$ cat src/rtl/rf_op_sequencer.sv
// rf_op_sequencer
//   Upstream control stage for the 8-entry register file (R1-R4 = index 0-3,
//   S1-S4 = index 4-7). Accepts one register-transfer command per valid/ready
//   handshake and drives the file's I, FunSel, RegSel, ScrSel, OutASel and
//   OutBSel for one or more cycles. Owns the I-input mux (command immediate
//   vs. OutA feedback). Ops: LDI, MOV, INC, DEC, CLR and a 3-cycle SWAP that
//   goes through the TEMP_SEL scratch register.
//
// Ports
//   Clock     rising-edge clock
//   Reset     asynchronous active-low reset
//   CmdValid  / CmdReady        command handshake (CmdReady only in IDLE)
//   CmdOp, CmdDst, CmdSrc, CmdImm  command fields, latched on accept
//   RfOutA    register file OutA feedback
//   I, FunSel, RegSel, ScrSel, OutASel, OutBSel   register file control
//   Done      one-cycle completion pulse; Err qualifies Done (rejected cmd)
//   CmdCount  completed-command counter
//
// Optional feature: define RF_SEQ_CMDCOUNT_EN to build the saturating
// completed-command counter; otherwise CmdCount is tied to zero.
//
// All control outputs decode combinationally from the state register and the
// latched command so that asserting Reset removes every write enable at once.

module rf_op_sequencer #(
    parameter logic [2:0]  TEMP_SEL = 3'd7,
    parameter int unsigned CNT_W    = 16
) (
    input  logic             Clock,
    input  logic             Reset,
    input  logic             CmdValid,
    output logic             CmdReady,
    input  logic [2:0]       CmdOp,
    input  logic [2:0]       CmdDst,
    input  logic [2:0]       CmdSrc,
    input  logic [15:0]      CmdImm,
    input  logic [15:0]      RfOutA,
    output logic [15:0]      I,
    output logic [2:0]       FunSel,
    output logic [3:0]       RegSel,
    output logic [3:0]       ScrSel,
    output logic [2:0]       OutASel,
    output logic [2:0]       OutBSel,
    output logic             Done,
    output logic             Err,
    output logic [CNT_W-1:0] CmdCount
);

    typedef enum logic [2:0] {
        S_IDLE,
        S_WR1,
        S_WR2,
        S_WR3,
        S_DONE
    } state_t;

    typedef enum logic [2:0] {
        OP_LDI  = 3'b000,
        OP_MOV  = 3'b001,
        OP_INC  = 3'b010,
        OP_DEC  = 3'b011,
        OP_CLR  = 3'b100,
        OP_SWAP = 3'b101,
        OP_IL6  = 3'b110,
        OP_IL7  = 3'b111
    } op_t;

    typedef enum logic [2:0] {
        F_DEC  = 3'b000,
        F_INC  = 3'b001,
        F_LOAD = 3'b010,
        F_CLR  = 3'b011
    } fun_t;

    typedef enum logic [1:0] {
        I_ZERO,
        I_IMM,
        I_FB
    } isel_t;

    state_t      state;
    op_t         op_q;
    logic [2:0]  dst_q;
    logic [2:0]  src_q;
    logic [15:0] imm_q;
    logic        err_q;

    logic        cmd_illegal;
    logic        wr_en;
    logic [2:0]  wr_idx;
    fun_t        fun;
    isel_t       i_sel;
    logic [2:0]  outa_sel;

    // A SWAP naming the scratch register would clobber its own operand.
    assign cmd_illegal = (CmdOp == OP_IL6) || (CmdOp == OP_IL7) ||
                         ((CmdOp == OP_SWAP) &&
                          ((CmdDst == TEMP_SEL) || (CmdSrc == TEMP_SEL)));

    always_ff @(posedge Clock or negedge Reset) begin
        if (!Reset) begin
            state <= S_IDLE;
            op_q  <= OP_LDI;
            dst_q <= '0;
            src_q <= '0;
            imm_q <= '0;
            err_q <= 1'b0;
        end else begin
            case (state)
                S_IDLE: begin
                    if (CmdValid) begin
                        op_q  <= op_t'(CmdOp);
                        dst_q <= CmdDst;
                        src_q <= CmdSrc;
                        imm_q <= CmdImm;
                        err_q <= cmd_illegal;
                        state <= cmd_illegal ? S_DONE : S_WR1;
                    end
                end
                S_WR1:   state <= (op_q == OP_SWAP) ? S_WR2 : S_DONE;
                S_WR2:   state <= S_WR3;
                S_WR3:   state <= S_DONE;
                S_DONE:  state <= S_IDLE;
                default: state <= S_IDLE;
            endcase
        end
    end

    always_comb begin
        wr_en    = 1'b0;
        wr_idx   = '0;
        fun      = F_DEC;
        i_sel    = I_ZERO;
        outa_sel = '0;
        case (state)
            S_WR1: begin
                case (op_q)
                    OP_LDI: begin
                        wr_en = 1'b1; wr_idx = dst_q; fun = F_LOAD; i_sel = I_IMM;
                    end
                    OP_MOV: begin
                        wr_en = 1'b1; wr_idx = dst_q; fun = F_LOAD; i_sel = I_FB;
                        outa_sel = src_q;
                    end
                    OP_INC: begin
                        wr_en = 1'b1; wr_idx = dst_q; fun = F_INC;
                    end
                    OP_DEC: begin
                        wr_en = 1'b1; wr_idx = dst_q; fun = F_DEC;
                    end
                    OP_CLR: begin
                        wr_en = 1'b1; wr_idx = dst_q; fun = F_CLR;
                    end
                    OP_SWAP: begin
                        wr_en = 1'b1; wr_idx = TEMP_SEL; fun = F_LOAD; i_sel = I_FB;
                        outa_sel = dst_q;
                    end
                    default: ;
                endcase
            end
            S_WR2: begin
                wr_en = 1'b1; wr_idx = dst_q; fun = F_LOAD; i_sel = I_FB;
                outa_sel = src_q;
            end
            S_WR3: begin
                wr_en = 1'b1; wr_idx = src_q; fun = F_LOAD; i_sel = I_FB;
                outa_sel = TEMP_SEL;
            end
            default: ;
        endcase
    end

    // Enable bit for index d is 3-d within its bank, i.e. the inverted low bits.
    always_comb begin
        RegSel = '1;
        ScrSel = '1;
        if (wr_en) begin
            if (!wr_idx[2]) RegSel[~wr_idx[1:0]] = 1'b0;
            else            ScrSel[~wr_idx[1:0]] = 1'b0;
        end
    end

    always_comb begin
        case (i_sel)
            I_IMM:   I = imm_q;
            I_FB:    I = RfOutA;
            default: I = '0;
        endcase
    end

    assign FunSel   = fun;
    assign OutASel  = outa_sel;
    assign OutBSel  = (state == S_IDLE) ? 3'b000 : src_q;
    assign CmdReady = (state == S_IDLE);
    assign Done     = (state == S_DONE);
    assign Err      = (state == S_DONE) && err_q;

`ifdef RF_SEQ_CMDCOUNT_EN
    logic [CNT_W-1:0] cnt_q;

    always_ff @(posedge Clock or negedge Reset) begin
        if (!Reset) begin
            cnt_q <= '0;
        end else if ((state == S_DONE) && !err_q && (cnt_q != '1)) begin
            cnt_q <= cnt_q + CNT_W'(1);
        end
    end

    assign CmdCount = cnt_q;
`else
    assign CmdCount = '0;
`endif

endmodule

$ cat config.mk
export PLATFORM = sky130hd
export DESIGN_NAME = rf_op_sequencer
export DESIGN_NICKNAME = d
export VERILOG_FILES = /design/src/rtl/rf_op_sequencer.sv
export SDC_FILE = /design/constraint.sdc
export NUM_CORES = 1
export LEC_CHECK = 0
export ABC_AREA = 1
export BUFFER_PORTS_ARGS = -buffer_cell sky130_fd_sc_hd__buf_2
export CAP_MARGIN = 30
export CELL_PAD_IN_SITES_DETAIL_PLACEMENT = 0
export CELL_PAD_IN_SITES_GLOBAL_PLACEMENT = 1
export CORE_ASPECT_RATIO = 1.5
export CORE_UTILIZATION = 28
export CTS_BUF_LIST = sky130_fd_sc_hd__clkbuf_4 sky130_fd_sc_hd__clkbuf_8 sky130_fd_sc_hd__clkbuf_16
export DETAILED_ROUTE_END_ITERATION = 6
export MAX_ROUTING_LAYER = met4
export PLACE_DENSITY_LB_ADDON = 0.1
export SKIP_CTS_REPAIR_TIMING = 1
export SLEW_MARGIN = 10
export SYNTH_ARGS = -nofsm -noshare
export SYNTH_HDL_FRONTEND = slang
export SYNTH_SLANG_ARGS = --single-unit
export TNS_END_PERCENT = 50
$ cat constraint.sdc
create_clock -name Clock -period 2.5 [get_ports Clock]
set_clock_uncertainty 0.1 [all_clocks]
set_input_delay 0.5 -clock Clock [delete_from_list [all_inputs] [get_ports Clock]]
set_output_delay 0.5 -clock Clock [all_outputs]
set_load 0.05 [all_outputs]
==> metrics, run 1 <==
H-tree depth 2; Final Hold Fails 0; fin nets 410; Worst Setup SP state[0]; Max Freq 387 MHz; initial cell density of the core 0.288; Area Overhead vs Synth 42.2%; First-pass DRT Iterations 6; power per cell area 1160 nW/um^2; vias 1991; Comb pwr share 0.622; peak supply drop 0.668 mV; pin count of the biggest net entering global routing 30; Clk pwr share 0.117; Synth Area in Compound Gates 0.119; crit end category output pin; Cell variety after synth 28; Fill cells 751; Flop pwr share 0.261; Worst R2R Path Depth 9; Synth Area in Adders 0.0128; synth top area cells dfrtp_1 37%, nand2_1 22%, buf_4 8.0%; worst reg2reg endpoint op_q[1]; Cell Rows 37; WL final 5470 um; P_sw 1.77 mW; slew margin rel. 0.535; Leak 1.34 nW; CTS clk-pin slew, worst paths 60 ps; Placed Instances 434; vias in the first global route 1874; Final Critical Period 2590 ps; Die H 104 um; max cap viols 0; most common cell after layout, fill and taps aside nand2_1; main combinational cell family by area after synthesis simple AND/OR/NAND/NOR gates; Cell Int Power 1.47 mW; RSZ-0062 raised after global routing true; Setup crit end I[12]; post-synthesis mux area share 0; share of cells above drive strength 1 0.367; clock latency on the worst-skew pair 280 ps; Clock Sinks 29; via/cell ratio 4.49; first-pass GRT wire length 8910 um; Seq/Total Area, Yosys 0.370; Reg area 727 sq um; origin of the critical flop-to-flop path state[0]; grt total ovfl 0; synthesized flop and latch total 29; Syn Area/Cell 6.95 sq um; clock root cell clkbuf_8; global placement routability congestion 0.815; CP Max Fanout 16; clk buf depth 2; Die Footprint 7350 sq um; Setup Viol. Count Final 16; most frequent cells in the layout 111 x nand2_1, 60 x buf_2, 28 x dfrtp_1, 20 x inv_1, 17 x conb_1; GRT Util Overall 0.157; post-layout util 0.410; hold crit path type in -> async; ANT nets after route 0; antenna cell count 0; fin cells 443; Post-DP HPWL 4160 um; startpoint types flop; Num CTS Buffers 5; outcome complete, but fails checks; IO Pins 96; yosys warns 0; final worst setup slack -86.5 ps; number of remaining DRC errors 0; WS Path Type reg -> out; Least-Margin Pin Slew 698 ps; Cells after Synth 282; Critical Path RT 1900 ps; Synth top area share 0.370; XOR/XNOR Fraction of Synth Area 0; Buffers on Ports 78; post-synthesis simple-gate area fraction 0.348; antenna violations before repair 0; switching fraction of total power 0.547; die width 70.3 um; Tcrit/Tclk final 1.03; Reg2Reg Setup Slack 580 ps; Hold WS 169 ps; failing checks setup timing; Data arrival, critical path 1990 ps; Core Area 6810 sq um; Post-Syn Area 1960 sq um; drt initial violations 86; total power 3.24 mW; CTS tree yes; area of the multi-input gates 1180 sq um; drt wl/cell 12.3 um; final-report max-slew violation count 0; area leader, netlist dfrtp_1
==> per-layer routing <==
metal / GRT usage / share of wire / vias up
met5: - / 0 / -
met4: 0.0629 / 0.030 / 0
met3: 0.0320 / 0.044 / 11
met2: 0.269 / 0.52 / 64
met1: 0.175 / 0.40 / 902
li1: - / - / 1014
==> worst min path at each step <==
| stage | slack [ps] | to | start | depth (start not counted) |
|---|---|---|---|---|
| after global placement | 350 | imm_q[15] | imm_q[15] | 2 |
| after global routing | 200 | state[1] | Reset | 1 |
| after floorplan | 100 | dst_q[0] | Reset | 0 |
| after detailed placement | 360 | imm_q[1] | imm_q[1] | 2 |
| after CTS | 190 | op_q[2] | Reset | 1 |
| final | 170 | err_q | Reset | 1 |
==> kinds of logic after synthesis <==
| logic type | after synthesis |
|---|---|
| and+or+nand+nor | 152 |
| buffers and inverters | 54 |
| DFF | 29 |
| AOI/OAI and AO/OA | 44 |
| other | 1 |
| adders and majority gates | 2 |
==> stage by stage <==
| step | setup TNS, ps | area [sq um] | setup WS [ps] |
|---|---|---|---|
| floorplan | -1820 | 2210 | -122 |
| global placement | 0 | 2560 | 148 |
| detailed placement | 0 | 2560 | 124 |
| CTS | -3480 | 2650 | -197 |
| global route | -3830 | 2790 | -202 |
| finish | -1190 | 2790 | -86.5 |
==> state kept, by name, indices dropped and copies added (netlist names) <==
name   flops
imm_q     16
state      3
op_q       3
err_q      1
src_q      3
dst_q      3
==> cell usage after synthesis <==
cell type	instances
dfrtp_1	29
nand3_2	1
o21ai_2	1
nor4_4	1
nand2_1	114
nand2_4	1
nor3_4	1
nor3_1	3
nor2_1	10
o21ai_0	9
nor2_2	1
buf_6	1
ha_1	2
nand3_1	13
conb_1	1
nor2_8	2
nand4_1	3
clkinv_2	1
nand2_2	2
o211ai_1	1
clkbuf_1	6
o21a_1	2
o21ai_1	7
inv_2	4
o22ai_1	2
a21oi_1	22
inv_1	21
buf_4	21
==> final cells by class <==
cell class,instances,share of cell area
multi-input combinational,215,0.423
sequential,29,0.261
timing repair buffer,87,0.215
inverter,26,0.0354
tap,78,0.0350
clock buffer,6,0.0274
clock inverter,2,0.00359
==> power groups by stage <==
| stage | sequential, mW | clock, mW | combinational [mW] |
|---|---|---|---|
| 6_report | 0.848 | 0.380 | 2.02 |
| 3_5_place_dp | 0.852 | 0 | 1.98 |
| 4_1_cts | 0.845 | 0.406 | 1.98 |
| 5_1_grt | 0.881 | 0.426 | 2.21 |
| 3_3_place_gp | 0.853 | 0 | 1.97 |
| 2_1_floorplan | 0.826 | 0 | 1.60 |
==> worst max-delay path, cell delays in order, from the launching register on <==
cell and delay, ps:
dfrtp_1 410, inv_2 100, nor3_4 150, inv_2 80
nor4_4 170, ha_2 330, buf_12 180, a21oi_2 100
buf_4 200
Note: power is estimated with default switching activity, not from simulation.
==> run 2: changes to the inputs <==
--- a/config.mk
+++ b/config.mk
@@ -16,6 +16,7 @@
 export DETAILED_ROUTE_END_ITERATION = 6
 export MAX_ROUTING_LAYER = met4
 export PLACE_DENSITY_LB_ADDON = 0.1
+export SETUP_SLACK_MARGIN = 0.2
 export SKIP_CTS_REPAIR_TIMING = 1
 export SLEW_MARGIN = 10
 export SYNTH_ARGS = -nofsm -noshare
==> metrics, run 2 (synthesis gave the netlist of run 1 again) <==
outcome complete, but fails checks (unchanged); failing checks setup timing (unchanged); Clk pwr share 0.113 (was 0.117); startpoint types flop (unchanged); Setup Viol. Count Final 16 (unchanged); Reg2Reg Setup Slack 580 ps (about the same); clk buf depth 2 (unchanged); switching fraction of total power 0.537 (was 0.547); Fin Setup TNS -1020 ps (was -1190 ps); vias in the first global route 1874 (unchanged); Area Overhead vs Synth 46.8% (was 42.2%); power per cell area 1180 nW/um^2 (was 1160 nW/um^2); Num CTS Buffers 5 (unchanged); slew margin rel. 0.540 (was 0.535); drt wl/cell 12.6 um (was 12.3 um); drt initial violations 100 (was 86); Slowest cell on crit path dfrtp_1 (unchanged); buffers plus inverters on the worst setup path 4 (unchanged); worst reg2reg endpoint op_q[1] (unchanged); IO Pins 96 (unchanged); Largest stage delay, worst path 400 ps (was 410 ps); global placement routability congestion 0.815 (unchanged); Die H 104 um (unchanged); clock latency on the worst-skew pair 280 ps (about the same); number of flip-flops in the largest register 16 (unchanged); total power 3.39 mW (was 3.24 mW); fin nets 411 (was 410); number of remaining DRC errors 0 (unchanged); antenna violations before repair 0 (unchanged); Final Hold Fails 0 (unchanged); Cell Int Power 1.57 mW (was 1.47 mW); grt total ovfl 0 (unchanged); ANT nets after route 0 (unchanged); WS Path Type reg -> out (unchanged); max cap viols 0 (unchanged); hold crit path type in -> async (unchanged); most common cell after layout, fill and taps aside nand2_1 (unchanged); CTS tree yes (unchanged); clock root cell clkbuf_8 (unchanged); final worst setup slack -91.5 ps (was -86.5 ps); vias 1992 (was 1991); First-pass DRT Iterations 6 (unchanged); Clock Sinks 29 (unchanged); CTS clk-pin slew, worst paths 60 ps (about the same); RSZ-0062 raised after global routing true (unchanged); Flop pwr share 0.251 (was 0.261); stages on the worst setup path 9 (was 8); Cell Rows 37 (unchanged); WL final 5600 um (was 5470 um); Fill cells 738 (was 751); Max Freq 386 MHz (was 387 MHz); antenna cell count 0 (unchanged); most common cell type on the critical path inv_2 (unchanged); origin of the critical flop-to-flop path state[0] (unchanged); Leak 1.38 nW (was 1.34 nW); share of cells above drive strength 1 0.374 (was 0.367); CP Max Fanout 16 (unchanged); Final Critical Period 2590 ps (about the same); delay-heaviest family, CP buffers and inverters (unchanged); Tcrit/Tclk final 1.04 (was 1.03); crit end category output pin (unchanged); GRT Util Overall 0.157 (unchanged); Post-DP HPWL 4160 um (unchanged); Worst Setup SP state[0] (unchanged); H-tree depth 2 (unchanged); Data arrival, critical path 1990 ps (about the same); die width 70.3 um (unchanged); Buffers on Ports 78 (unchanged); Worst R2R Path Depth 9 (unchanged); CP Cell Sequence inv_2, nor3_4, inv_2, nor4_4, ha_4, buf_12, nand2_1, a21oi_4, buf_4 (was inv_2, nor3_4, inv_2, nor4_4, ha_2, buf_12, a21oi_2, buf_4); Least-Margin Pin Slew 690 ps (was 698 ps); Die Footprint 7350 sq um (unchanged); initial cell density of the core 0.288 (unchanged); final-report max-slew violation count 0 (unchanged); Biggest register imm_q (unchanged); Core Area 6810 sq um (unchanged); first-pass GRT wire length 8910 um (unchanged); Comb pwr share 0.636 (was 0.622); most frequent cells in the layout 112 x nand2_1, 54 x buf_2, 28 x dfrtp_1, 21 x buf_6, 20 x inv_1 (was 111 x nand2_1, 60 x buf_2, 28 x dfrtp_1, 20 x inv_1, 17 x conb_1); Setup crit end I[3] (was I[12]); Critical Path RT 1900 ps (about the same); pin count of the biggest net entering global routing 30 (unchanged); P_sw 1.82 mW (was 1.77 mW); peak supply drop 0.668 mV (about the same); via/cell ratio 4.49 (about the same)
## run 2: cell types whose count changed in the layout (fill, tap and decap cells not counted), sizes merged
cell and delta:
clkbuf +1
## run 2: how the worst min path moves through the flow
stage | slack [ps] | cells after the start | end
floorplan | 100 | 0 | dst_q[0]
global placement | 350 | 2 | imm_q[15]
detailed placement | 360 | 2 | imm_q[1]
CTS | 190 | 1 | op_q[2]
global route | 210 | 1 | state[1]
finish | 170 | 1 | err_q
## run 2: stage by stage
| stage | instance area, sq um | instances | util | worst slack, ps | hold WS (ps) |
|---|---|---|---|---|---|
| CTS | 2650 | 442 | 0.389 | -197 | 186 |
| finish | 2880 | 444 | 0.423 | -91.5 | 166 |
| floorplan | 2210 | 298 | - | -122 | 104 |
| detailed placement | 2560 | 434 | 0.376 | 124 | 359 |
| global route | 2880 | 444 | 0.423 | -256 | 205 |
| global placement | 2560 | 434 | 0.376 | 148 | 354 |
## run 2: worst reg2reg max path, cell delays in order (launching register included)
cell and delay (ps):
dfrtp_1 410, inv_2 130, buf_4 140, nand2_4 70
nor2_8 140, inv_2 80, nor2_8 260, buf_4 290
nand2_1 120, o21ai_1 90
## run 2: routing by layer
metal	global-route usage	wire [um]
met5	-	0
met4	0.0629	163
met3	0.0320	269
met2	0.269	2970
met1	0.175	2200
## run 2: cell type report
cell class | count | area, sq um | share of cell area
inverters | 26 | 98.8 | 0.0343
well taps | 78 | 97.6 | 0.0339
repair buffers | 88 | 667 | 0.232
clock inverters | 2 | 10.0 | 0.00348
flip-flops and latches | 29 | 727 | 0.253
clock buffers | 6 | 76.3 | 0.0265
multi-input cells | 215 | 1200 | 0.417
## run 2: power groups by stage
stage / clock, mW / sequential, mW / combinational [mW]
final: 0.382 / 0.851 / 2.15
after global routing: 0.427 / 0.886 / 2.35
after CTS: 0.406 / 0.845 / 1.98
after detailed placement: 0 / 0.852 / 1.98
after global placement: 0 / 0.853 / 1.97
after floorplan: 0 / 0.826 / 1.60
==> run 3: changes to the inputs <==
--- a/config.mk
+++ b/config.mk
@@ -11,8 +11,8 @@
 export CELL_PAD_IN_SITES_DETAIL_PLACEMENT = 0
 export CELL_PAD_IN_SITES_GLOBAL_PLACEMENT = 1
 export CORE_ASPECT_RATIO = 1.5
-export CORE_UTILIZATION = 28
-export CTS_BUF_LIST = sky130_fd_sc_hd__clkbuf_4 sky130_fd_sc_hd__clkbuf_8 sky130_fd_sc_hd__clkbuf_16
+export CORE_UTILIZATION = 29
+export CTS_BUF_LIST = sky130_fd_sc_hd__clkbuf_4
 export DETAILED_ROUTE_END_ITERATION = 6
 export MAX_ROUTING_LAYER = met4
 export PLACE_DENSITY_LB_ADDON = 0.1
==> metrics, run 3 (synthesis gave the netlist of run 1 again) <==
First-pass DRT Iterations 4 (was 6); first-pass GRT wire length 8580 um (was 8910 um); final worst setup slack -165 ps (was -91.5 ps); Num CTS Buffers 5 (unchanged); drt initial violations 65 (was 100); Post-DP HPWL 4030 um (was 4160 um); stages on the worst setup path 7 (was 9); Largest stage delay, worst path 440 ps (was 400 ps); Critical Path RT 1900 ps (about the same); outcome complete, but fails checks (unchanged); Core Area 6530 sq um (was 6810 sq um); Die H 103 um (was 104 um); WS Path Type reg -> out (unchanged); origin of the critical flop-to-flop path state[1] (was state[0]); Final Hold Fails 0 (unchanged); number of remaining DRC errors 0 (unchanged); die width 69.1 um (was 70.3 um); worst reg2reg endpoint op_q[0] (was op_q[1]); ANT nets after route 0 (unchanged); vias in the first global route 1843 (was 1874); fin cells 442 (was 444); clock root cell clkbuf_4 (was clkbuf_8); Area Overhead vs Synth 42.9% (was 46.8%); failing checks setup timing (unchanged); crit end category output pin (unchanged); buffers plus inverters on the worst setup path 3 (was 4); startpoint types flop (unchanged); delay-heaviest family, CP buffers and inverters (unchanged); power per cell area 1140 nW/um^2 (was 1180 nW/um^2); Setup crit end I[13] (was I[3]); fin nets 411 (unchanged); CP Cell Sequence nor3_4, inv_2, nor4_4, ha_2, buf_12, a21oi_2, buf_6 (was inv_2, nor3_4, inv_2, nor4_4, ha_4, buf_12, nand2_1, a21oi_4, buf_4); CTS tree yes (unchanged); Slowest cell on crit path dfrtp_2 (was dfrtp_1); WL final 5180 um (was 5600 um); share of cells above drive strength 1 0.402 (was 0.374); pin count of the biggest net entering global routing 30 (unchanged); Die Footprint 7100 sq um (was 7350 sq um); GRT Util Overall 0.158 (was 0.157); Worst R2R Path Depth 9 (unchanged); most common cell after layout, fill and taps aside nand2_1 (unchanged); clk buf depth 2 (unchanged); CTS clk-pin slew, worst paths 100 ps (was 60 ps); peak supply drop 0.672 mV (was 0.668 mV); Data arrival, critical path 2070 ps (was 1990 ps); Cell Rows 36 (was 37); Fill cells 687 (was 738); initial cell density of the core 0.300 (was 0.288); Hold WS 88.2 ps (was 166 ps); number of flip-flops in the largest register 16 (unchanged); slew margin rel. 0.550 (was 0.540); final-report max-slew violation count 0 (unchanged); H-tree depth 2 (unchanged); CP Max Fanout 16 (unchanged); antenna violations before repair 0 (unchanged); antenna cell count 0 (unchanged); Clock Sinks 29 (unchanged); Tcrit/Tclk final 1.07 (was 1.04); RSZ-0062 raised after global routing true (unchanged); Max Freq 375 MHz (was 386 MHz); hold crit path type in -> async (unchanged); clock latency on the worst-skew pair 330 ps (was 280 ps); via/cell ratio 4.52 (was 4.49); Placed Instances 433 (was 434); global placement routability congestion 0.797 (was 0.815); most frequent cells in the layout 100 x nand2_1, 57 x buf_2, 28 x dfrtp_1, 20 x inv_1 (was 112 x nand2_1, 54 x buf_2, 28 x dfrtp_1, 21 x buf_6, 20 x inv_1); drt wl/cell 11.7 um (was 12.6 um); Setup Viol. Count Final 22 (was 16); Least-Margin Pin Slew 675 ps (was 690 ps); Final Critical Period 2670 ps (was 2590 ps); Reg2Reg Setup Slack 680 ps (was 580 ps); IO Pins 96 (unchanged); vias 1997 (was 1992); Biggest register imm_q (unchanged); grt total ovfl 0 (unchanged); Worst Setup SP state[2] (was state[0]); Buffers on Ports 78 (unchanged); max cap viols 0 (unchanged); Leak 1.35 nW (was 1.38 nW)
==> run 3: changes by cell type in the layout (fill, tap and decap cells not counted), sizes merged <==
cell,delta
clkbuf,+2
buf,-2
==> run 3: cell type report <==
class	count	area, sq um	area share
Clock buffer	6	45.0	0.0161
Clock inverter	2	10.0	0.00357
Inverter	26	98.8	0.0353
Multi-Input combinational cell	215	1210	0.431
Sequential cell	29	727	0.259
Tap cell	76	95.1	0.0339
Timing Repair Buffer	88	619	0.221
==> run 3: per-layer routing <==
metal	GRT usage	up-vias	part of all wire
met5	-	-	0
met4	0.0534	0	0.013
met3	0.0323	5	0.039
met1	0.165	911	0.40
li1	-	1022	-
met2	0.297	59	0.55
==> run 3: power breakdown <==
| part | switching [mW] | internal (mW) | total [mW] | leakage (nW) |
|---|---|---|---|---|
| Sequential | 0.157 | 0.688 | 0.845 | 0.360 |
| Combinational | 1.45 | 0.608 | 2.06 | 0.951 |
| Clock | 0.167 | 0.118 | 0.285 | 0.0354 |
| Total | 1.77 | 1.41 | 3.19 | 1.35 |
==> run 3: stage by stage <==
stage               area [sq um]  worst slack (ps)   util  total power, mW  setup TNS [ps]
global placement            2560               129  0.393             2.82               0
finish                      2800              -165  0.429             3.19           -2370
detailed placement          2560               144  0.393             2.82               0
CTS                         2620              -254  0.401             3.12           -5190
global route                2800              -253  0.429             3.47           -4920
floorplan                   2210              -122      -             2.43           -1820
==> run 3: how the worst min path moves through the flow <==
stage	start	to	slack (ps)
6_report	Reset	err_q	90
3_3_place_gp	imm_q[10]	imm_q[10]	350
4_1_cts	Reset	err_q	110
2_1_floorplan	Reset	dst_q[0]	100
5_1_grt	Reset	imm_q[13]	130
3_5_place_dp	imm_q[14]	imm_q[14]	360
